$ cat config.mk
export PLATFORM = sky130hd
export DESIGN_NAME = clock_phase_monitor
export DESIGN_NICKNAME = d
export VERILOG_FILES = /design/src/rtl/clock_monitor_pkg.sv /design/src/rtl/clock_phase_sampler.sv /design/src/rtl/clock_phase_monitor.sv
export SDC_FILE = /design/constraint.sdc
export NUM_CORES = 1
export LEC_CHECK = 0
export BUFFER_PORTS_ARGS = -buffer_cell sky130_fd_sc_hd__buf_2
export CAP_MARGIN = 25
export CORE_ASPECT_RATIO = 1.1
export CORE_MARGIN = 5
export CORE_UTILIZATION = 55
export DETAILED_ROUTE_END_ITERATION = 10
export PLACE_DENSITY = 0.87
export SETUP_SLACK_MARGIN = 0.2
export SYNTH_ARGS = -nofsm -noshare
export SYNTH_HDL_FRONTEND = slang
export SYNTH_SLANG_ARGS = --single-unit
$ cat constraint.sdc
create_clock -name clock -period 2.4 [get_ports clock]
set_input_delay 0.6 -clock clock [delete_from_list [all_inputs] [get_ports clock]]
set_output_delay 0.6 -clock clock [all_outputs]
set_load 0.02 [all_outputs]
$ cat src/rtl/clock_monitor_pkg.sv
// Shared constants for the derived-clock phase monitor: FSM state encodings,
// fault cause codes and bit positions inside the 4-bit sample vector.
package clock_monitor_pkg;

  // FSM state encodings
  localparam logic [1:0] StIdle    = 2'd0;
  localparam logic [1:0] StAcquire = 2'd1;
  localparam logic [1:0] StLocked  = 2'd2;
  localparam logic [1:0] StFault   = 2'd3;

  // Fault cause codes reported on fault_code
  localparam logic [2:0] FC_NONE          = 3'd0;
  localparam logic [2:0] FC_STALL         = 3'd1;
  localparam logic [2:0] FC_NO_LOCK       = 3'd2;
  localparam logic [2:0] FC_PAIR          = 3'd3;
  localparam logic [2:0] FC_MISSED_TOGGLE = 3'd4;

  // Sample vector layout: {processor, imem, dmem, regfile}
  localparam int unsigned BitProc    = 3;
  localparam int unsigned BitImem    = 2;
  localparam int unsigned BitDmem    = 1;
  localparam int unsigned BitRegfile = 0;

endpackage

$ cat src/rtl/clock_phase_sampler.sv
// Samples the four derived clocks as data on the master clock and flags
// per-cycle toggling and complementary-pair health.
module clock_phase_sampler
  import clock_monitor_pkg::*;
(
  input  logic       clk_i,
  input  logic       rst_ni,
  input  logic [3:0] sample_i,
  output logic       toggle_ok_o,
  output logic       any_toggle_o,
  output logic       pair_ok_o
);

  logic [3:0] s_cur_q, s_cur_d;
  logic [3:0] s_prev_q, s_prev_d;
  logic       cur_valid_q, cur_valid_d;
  logic       prev_valid_q, prev_valid_d;
  logic [3:0] diff;

  // Next-state: shift the sample pipeline; s_prev only holds a real sample
  // from the second edge after reset release, hence the two-stage valid.
  always_comb begin
    s_cur_d      = sample_i;
    s_prev_d     = s_cur_q;
    cur_valid_d  = 1'b1;
    prev_valid_d = cur_valid_q;
  end

  // Sample registers
  always_ff @(posedge clk_i or negedge rst_ni) begin
    if (!rst_ni) begin
      s_cur_q      <= 4'b0000;
      s_prev_q     <= 4'b0000;
      cur_valid_q  <= 1'b0;
      prev_valid_q <= 1'b0;
    end else begin
      s_cur_q      <= s_cur_d;
      s_prev_q     <= s_prev_d;
      cur_valid_q  <= cur_valid_d;
      prev_valid_q <= prev_valid_d;
    end
  end

  // Health flags derived from the two most recent samples
  always_comb begin
    diff         = s_cur_q ^ s_prev_q;
    toggle_ok_o  = prev_valid_q && (diff == 4'b1111);
    any_toggle_o = prev_valid_q && (diff != 4'b0000);
    pair_ok_o    = (s_cur_q[BitProc] ^ s_cur_q[BitDmem]) &&
                   (s_cur_q[BitImem] ^ s_cur_q[BitRegfile]);
  end

endmodule

$ cat src/rtl/clock_phase_monitor.sv
// Monitors the clock divider outputs against the master clock: acquires lock
// after consecutive healthy samples, then faults on pair or toggle violations.
module clock_phase_monitor
  import clock_monitor_pkg::*;
#(
  parameter int unsigned LOCK_CYCLES = 8,
  parameter int unsigned TIMEOUT     = 64
) (
  input  logic       clock,
  input  logic       reset,
  input  logic       processor_clock,
  input  logic       imem_clock,
  input  logic       dmem_clock,
  input  logic       regfile_clock,
  input  logic       clear,
  output logic       locked,
  output logic       fault,
  output logic [2:0] fault_code,
  output logic [7:0] fault_count
);

  localparam int unsigned WaitW = $clog2(TIMEOUT);
  localparam int unsigned GoodW = $clog2(LOCK_CYCLES + 1);
  localparam logic [WaitW-1:0] WaitLast = WaitW'(TIMEOUT - 1);
  localparam logic [GoodW-1:0] GoodLast = GoodW'(LOCK_CYCLES - 1);

  logic             toggle_ok, any_toggle, pair_ok, good_sample;
  logic [1:0]       state_q, state_d;
  logic [WaitW-1:0] wait_cnt_q, wait_cnt_d;
  logic [GoodW-1:0] good_cnt_q, good_cnt_d;
  logic [2:0]       fault_code_q, fault_code_d;
  logic [7:0]       fault_count_q, fault_count_d;
  logic             enter_fault;

  clock_phase_sampler u_sampler (
    .clk_i        (clock),
    .rst_ni       (reset),
    .sample_i     ({processor_clock, imem_clock, dmem_clock, regfile_clock}),
    .toggle_ok_o  (toggle_ok),
    .any_toggle_o (any_toggle),
    .pair_ok_o    (pair_ok)
  );

  assign good_sample = toggle_ok && pair_ok;

  // Next-state logic for the FSM, counters and fault bookkeeping
  always_comb begin
    state_d       = state_q;
    wait_cnt_d    = wait_cnt_q;
    good_cnt_d    = good_cnt_q;
    fault_code_d  = fault_code_q;
    fault_count_d = fault_count_q;
    enter_fault   = 1'b0;
    case (state_q)
      StIdle: begin
        if (any_toggle) begin
          state_d    = StAcquire;
          wait_cnt_d = '0;
          good_cnt_d = '0;
        end else if (wait_cnt_q == WaitLast) begin
          state_d      = StFault;
          fault_code_d = FC_STALL;
          enter_fault  = 1'b1;
        end else begin
          wait_cnt_d = wait_cnt_q + 1'b1;
        end
      end
      StAcquire: begin
        // Lock is checked first so it wins over a simultaneous timeout
        if (good_sample && (good_cnt_q == GoodLast)) begin
          state_d    = StLocked;
          wait_cnt_d = '0;
          good_cnt_d = '0;
        end else if (wait_cnt_q == WaitLast) begin
          state_d      = StFault;
          fault_code_d = FC_NO_LOCK;
          enter_fault  = 1'b1;
        end else begin
          wait_cnt_d = wait_cnt_q + 1'b1;
          good_cnt_d = good_sample ? good_cnt_q + 1'b1 : '0;
        end
      end
      StLocked: begin
        if (!pair_ok) begin
          state_d      = StFault;
          fault_code_d = FC_PAIR;
          enter_fault  = 1'b1;
        end else if (!toggle_ok) begin
          state_d      = StFault;
          fault_code_d = FC_MISSED_TOGGLE;
          enter_fault  = 1'b1;
        end
      end
      StFault: begin
        if (clear) begin
          state_d      = StIdle;
          wait_cnt_d   = '0;
          good_cnt_d   = '0;
          fault_code_d = FC_NONE;
        end
      end
      default: state_d = StIdle;
    endcase
    if (enter_fault && (fault_count_q != 8'hFF)) begin
      fault_count_d = fault_count_q + 8'd1;
    end
  end

  // State and counter registers
  always_ff @(posedge clock or negedge reset) begin
    if (!reset) begin
      state_q       <= StIdle;
      wait_cnt_q    <= '0;
      good_cnt_q    <= '0;
      fault_code_q  <= FC_NONE;
      fault_count_q <= 8'd0;
    end else begin
      state_q       <= state_d;
      wait_cnt_q    <= wait_cnt_d;
      good_cnt_q    <= good_cnt_d;
      fault_code_q  <= fault_code_d;
      fault_count_q <= fault_count_d;
    end
  end

  // Outputs are decodes of registered state
  always_comb begin
    locked      = (state_q == StLocked);
    fault       = (state_q == StFault);
    fault_code  = fault_code_q;
    fault_count = fault_count_q;
  end

endmodule

==> impl_metrics.tcl, run 1 <==
set metrics [dict create \
    worst-path-max-fanout 16 \
    cts_root_buf "clkbuf_4" \
    timing.hold.ws_ns 0.2976 \
    seq_area_frac_synth_pct 45.42 \
    fp.dieW_um 64.82 \
    drtIter0Drc 57 \
    min_path_type "in2async" \
    seqCellArea_sq_um 825.8 \
    arrival_ns 1.42 \
    hpwl_mm 2.718 \
    p_sw_mw 0.2304 \
    cts_hold_buffers 0 \
    synth_area_leader_cell "dfrtp_1" \
    die_area_sq_mm 0.004556 \
    clk_pin_slew_worst_paths_ns 0.11 \
    final_hold_viol_count 0 \
    fillCellCount 264 \
    yosys_most_used_dff "dfrtp_1" \
    port_buffers 19 \
    synth_seq_cells 33 \
    max_freq_mhz 494.9 \
    grt_max_degree 34 \
    r2r_start "wait_cnt_q[0]$_DFFE_PN0P_" \
    p_sw_share_pct 21.74 \
    synth_edf_count 0 \
    cts_tree "done" \
    drive_gt1_share_pct 27.96 \
    antenna_found_initial 0 \
    grt_pass1_wl_mm 6.479 \
    overflow 0 \
    postCtsSetupBuffers 0 \
    first_pass_iters 4 \
    syn_area_sq_mm 0.001818 \
    ant_nets 0 \
    finalClockSkew_ns 0.01302 \
    grt_setup_unrepaired "no" \
    crit_start "state_q[1]$_DFFE_PN0P_" \
    combPwrFrac_pct 3.9 \
    setup_viol 0 \
    area_growth_pct 12.32 \
    tns_ns 0 \
    power_leakage_nw 0.9467 \
    clock_path_buffers 2 \
    start_util_pct 55.50 \
    syn-instance-count 161 \
    p_int_mw 0.8293 \
    grt_pass1_vias 1426 \
    ys_warn_count 0 \
    vias 1382 \
    core_region_area_sq_mm 0.003276 \
    crit_type "reg2out" \
    num_rows 22 \
    num-nets-final 195 \
    gr-usage-all-layers_pct 18.21 \
    multi_input_area_sq_um 968.4 \
    seqPwrFrac_pct 54.2 \
    layout_commonest_cell "dfrtp_1" \
    final_cell_mix "dfrtp_1 (33), buf_2 (19), and3_1 (11)" \
    htree_num_levels 2 \
    irDropWorstVdd_mv 0.2825 \
    dp_slack_ns 0.4644 \
    slew_headroom_pct 51.49 \
    vias_per_cell 6.225 \
    routed_wl_mm 3.674 \
    synth.area.top_cells "dfrtp_1 (45%), and3_1 (3.8%), xnor2_1 (3.4%), xor2_1 (2.9%), nand4_1 (2.4%)" \
    p_per_area_mw_per_mm2 519.0 \
    clk_latency_ns 0.34 \
    required_ns 1.80 \
    postCtsResizedCells 0 \
    status "completed" \
    netlist.area_leader.share_pct 45.42 \
    endpoint_kind "output port" \
    die_y_um 70.30 \
    ys_types 55 \
    worst_pin_slew_ns 0.7277 \
    clkPwrFrac_pct 41.9 \
    min_period_ns 2.021 \
    final_cell_count_no_fill 222 \
    fin_crit_sh_pct 84.19 \
    clock-sinks 33 \
    totalPowerFinal_mw 1.060 \
    antenna_cells 0 \
    place_inst 214 \
    start_kind "flip-flop" \
    synthesis.nets 171 \
    drc 0 \
    cts_made_buffers 5 \
    fin_ws_ns 0.3794 \
    drv_slew 0 \
    cap_violations 0 \
    postSynthAreaPerCell_sq_um 11.29 \
    synthArstFlopShare_pct 100.0 \
    routedWlPerCell_um 16.55 \
    gp_congestion 0.8914 \
    io_pins 20 \
]
[critical path: stages (launching register included)]
cell     delay (ns)
dfrtp_1        0.47
buf_4          0.26
nor2b_1        0.17
buf_2          0.18
[routing by layer]
layer  share of wire (%)  global-route usage, %  vias to the layer above
li1                    -                      -                      654
met1                  42                  23.05                      681
met2                  50                  29.66                       40
met3                 5.9                  4.019                        7
met4                 1.7                  7.746                        0
met5                   0                      0                        -
[power by group through the flow]
| stage | Clock, mW | Sequential, mW | Combinational [mW] |
|---|---|---|---|
| after detailed placement | 0 | 0.585 | 0.0416 |
| after global placement | 0 | 0.584 | 0.0402 |
| after global routing | 0.477 | 0.576 | 0.0459 |
| after floorplan | 0 | 0.583 | 0.0225 |
| final | 0.444 | 0.574 | 0.0409 |
| after CTS | 0.447 | 0.574 | 0.0418 |
[cell usage after synthesis, types with 2 or more instances]
master / instances
nor3_1: 2
dfrtp_1: 33
inv_1: 2
ha_1: 3
and2_1: 3
o21a_1: 2
and4bb_2: 3
a32o_1: 2
clkbuf_1: 3
o21ai_0: 2
o211ai_1: 3
o21ai_2: 2
nand2_1: 9
a21oi_1: 8
mux2_4: 2
nand4_1: 7
a31oi_1: 2
nand2b_1: 2
nand3_1: 2
nor2_1: 8
nand3b_1: 5
a22o_1: 2
xnor2_1: 7
xor2_1: 6
and3_1: 11
[registers in the layout (all words and copies together), names as in the netlist]
signal,count
fault_code,3
fault_count,8
good_cnt_q,4
state_q,2
u_sampler.cur_valid_q,1
u_sampler.prev_valid_q,1
u_sampler.s_cur_q,4
u_sampler.s_prev_q,4
wait_cnt_q,6
[cell families (layout without fill, tap and decap cells)]
group / Yosys count / after routing / share of synthesized area (%)
other cells: 1 / 1 / 0.2063
buf+inv: 6 / 31 / 1.307
flops: 33 / 33 / 45.42
xor+xnor: 13 / 13 / 6.263
mux: 3 / 3 / 2.271
fa+ha+maj: 3 / 3 / 2.065
simple gates: 63 / 63 / 22.58
compound gates: 39 / 39 / 19.89
[final cells by class]
cell class	count	area share [%]
clock buffers	7	2.696
clock inverters	1	1.471
inverters	2	0.3676
multi-input cells	122	47.43
flip-flops and latches	33	40.44
well taps	36	2.206
repair buffers	21	5.392
[worst paths after layout]
kind / end / slack (ns) / cells past startpoint
setup / recovery: locked / 0.38 / 3
hold reg to reg: u_sampler.prev_valid_q$_DFF_PN0_ / 0.37 / 0
hold / removal: u_sampler.s_prev_q[1]$_DFF_PN0_ / 0.30 / 1
setup reg to reg: fault_code[0]$_DFFE_PN0P_ / 0.44 / 6
min in group clock: u_sampler.s_cur_q[3]$_DFF_PN0_ / 0.36 / 1
max in group asynchronous: good_cnt_q[1]$_DFFE_PN0P_ / 1.62 / 1
[through the flow]
step	util [%]	area (sq um)
after floorplan	-	1818
final	62.34	2042
after CTS	62.34	2042
after detailed placement	59.74	1957
after global placement	59.74	1957
after global routing	62.34	2042
Power figures use the tool's default switching activity.
==> run 2: changes to the inputs <==
- clock period: 2.4 -> 1.9 ns (I/O delays scaled with it)
==> impl_metrics.tcl, run 2 (synthesized netlist as in run 1, its figures left out) <==
set metrics [dict create \
    status "complete, but fails checks" \
    violations "negative setup slack" \
    worstPathCellList "xor2_2 > o41ai_4 > o22a_4 > buf_6 > nand4_1 > xnor2_1" \
    power_leakage_nw 1.117 \
    p_per_area_mw_per_mm2 599.7 \
    path_depth 6 \
    arrival_ns 2.17 \
    required_ns 2.13 \
    cap_violations 0 \
    highest_layer "met4" \
    num_rows 22 \
    ant_nets 0 \
    r2r-end "fault_count[7]$_DFFE_PN0P_" \
    core_region_area_sq_mm 0.003276 \
    drive_gt1_share_pct 49.07 \
    antenna_found_initial 0 \
    htree_num_levels 2 \
    r2r_setup_slack_ns -0.03 \
    setup_viol 2 \
    cts_tree "done" \
    min_path_type "in2async" \
    layout_commonest_cell "dfrtp_1" \
    place_inst 221 \
    dr_wl_met2_mm 2.581 \
    slew_headroom_pct 51.68 \
    fp.dieW_um 64.82 \
    worst-path-max-fanout 6 \
    grt_pass1_wl_mm 7.403 \
    dr_wl_met3_um 292 \
    critPathTopFamily "compound AO/OA/AOI/OAI gates" \
    max_stage_delay_ns 0.45 \
    wl_met1_mm 1.926 \
    crit_slowest_cell "dfrtp_1" \
    r2r_start "u_sampler.s_prev_q[3]$_DFF_PN0_" \
    r2r_cells 6 \
    antenna_cells 0 \
    overflow 0 \
    crit_type "reg2reg" \
    io_pins 20 \
    timing.hold.ws_ns 0.1592 \
    area_growth_pct 34.14 \
    final_cell_mix "dfrtp_1 (28), buf_4 (26), buf_2 (18)" \
    endpoint_kind "flip-flop" \
    worst_pin_slew_ns 0.7249 \
    gp_congestion 0.8629 \
    routedWlPerCell_um 20.02 \
    gr-usage-all-layers_pct 21.16 \
    drc 0 \
    vias_per_cell 6.607 \
    hpwl_mm 2.964 \
    clk_latency_ns 0.35 \
    vias 1665 \
    clock-sinks 33 \
    port_buffers 19 \
    crit_start "u_sampler.s_prev_q[3]$_DFF_PN0_" \
    cts_made_buffers 5 \
    grt_max_degree 34 \
    grt_pass1_vias 1568 \
    cts_root_buf "clkbuf_4" \
    cts_hold_buffers 0 \
    die_area_sq_mm 0.004556 \
    routed_wl_mm 5.046 \
    fin_crit_sh_pct 101.7 \
    max_freq_mhz 517.5 \
    min_period_ns 1.932 \
    largest_register_ffs 8 \
    grt_setup_unrepaired "yes" \
    clk_pin_slew_worst_paths_ns 0.11 \
    final_cell_count_no_fill 252 \
    critical_path.endpoint "fault_count[7]$_DFFE_PN0P_" \
    start_util_pct 55.50 \
    finalClockSkew_ns 0.01038 \
    drv_slew 0 \
    start_kind "flip-flop" \
    first_pass_iters 5 \
    num-nets-final 225 \
    drtIter0Drc 134 \
    final_hold_viol_count 0 \
    path_buf_inv 1 \
    die_y_um 70.30 \
    fin_ws_ns -0.03234 \
    clock_path_buffers 2 \
    irDropWorstVdd_mv 0.4808 \
]
==> run 2: cell count changes in the layout (fill, tap and decap cells not counted), moves of 3 or more <==
cell     delta
a21oi_1     -3
buf_4      +24
buf_6       +7
dfrtp_1     -5
dfrtp_2     +5
==> run 2: timing repair <==
item	4_1_cts	5_1_grt
setup endpoints to repair	22	24
pin swaps	11	12
resized for setup	10	19
buffers inserted	12	11
hold endpoints to repair	0	0
==> run 2: worst reg2reg max path, cell delays in order (launching register included) <==
cell     delay (ns)
dfrtp_1        0.45
xor2_2         0.21
o41ai_4        0.45
o22a_4         0.26
buf_6          0.13
nand4_1        0.15
xnor2_1        0.17
==> run 2: layout make-up <==
type,instances,area (sq um)
Multi-Input combinational cell,122,1087
Fill cell,190,837.1
Sequential cell,33,832.0
Timing Repair Buffer,51,364.1
Clock inverter,3,65.06
Tap cell,36,45.04
Clock buffer,5,37.54
Inverter,2,7.507
==> run 2: power by group <==
group,switching [mW],internal (mW)
clock,0.254,0.407
sequential,0.0144,0.713
combinational,0.0401,0.0336
==> run 2: worst min-delay path by stage <==
stage | startpoint | cells after the start | endpoint | slack (ns)
2_1_floorplan | reset | 0 | fault_code[0]$_DFFE_PN0P_ | 0.18
3_3_place_gp | u_sampler.cur_valid_q$_DFF_PN0_ | 0 | u_sampler.prev_valid_q$_DFF_PN0_ | 0.34
3_5_place_dp | u_sampler.cur_valid_q$_DFF_PN0_ | 0 | u_sampler.prev_valid_q$_DFF_PN0_ | 0.34
4_1_cts | reset | 1 | u_sampler.s_cur_q[0]$_DFF_PN0_ | 0.19
5_1_grt | imem_clock | 1 | u_sampler.s_cur_q[2]$_DFF_PN0_ | 0.20
6_report | reset | 1 | u_sampler.s_prev_q[1]$_DFF_PN0_ | 0.16
==> run 2: metal layers <==
metal	vias up	GRT usage [%]
met5	-	0
met3	29	5.145
met4	0	8.920
met1	839	25.70
li1	722	-
met2	75	35.34
==> run 2: per-stage QoR <==
stage | setup TNS (ns) | power, mW | util [%] | worst slack [ns] | cell area [sq um]
floorplan | 0 | 0.7666 | - | 0.1188 | 1863
global placement | 0 | 0.7909 | 62.72 | 0.08965 | 2054
detailed placement | 0 | 0.7946 | 62.72 | 0.01908 | 2054
CTS | 0 | 1.450 | 69.60 | 0.05724 | 2280
global route | -0.3058 | 1.523 | 74.45 | -0.03791 | 2439
finish | -0.03500 | 1.463 | 74.45 | -0.03234 | 2439
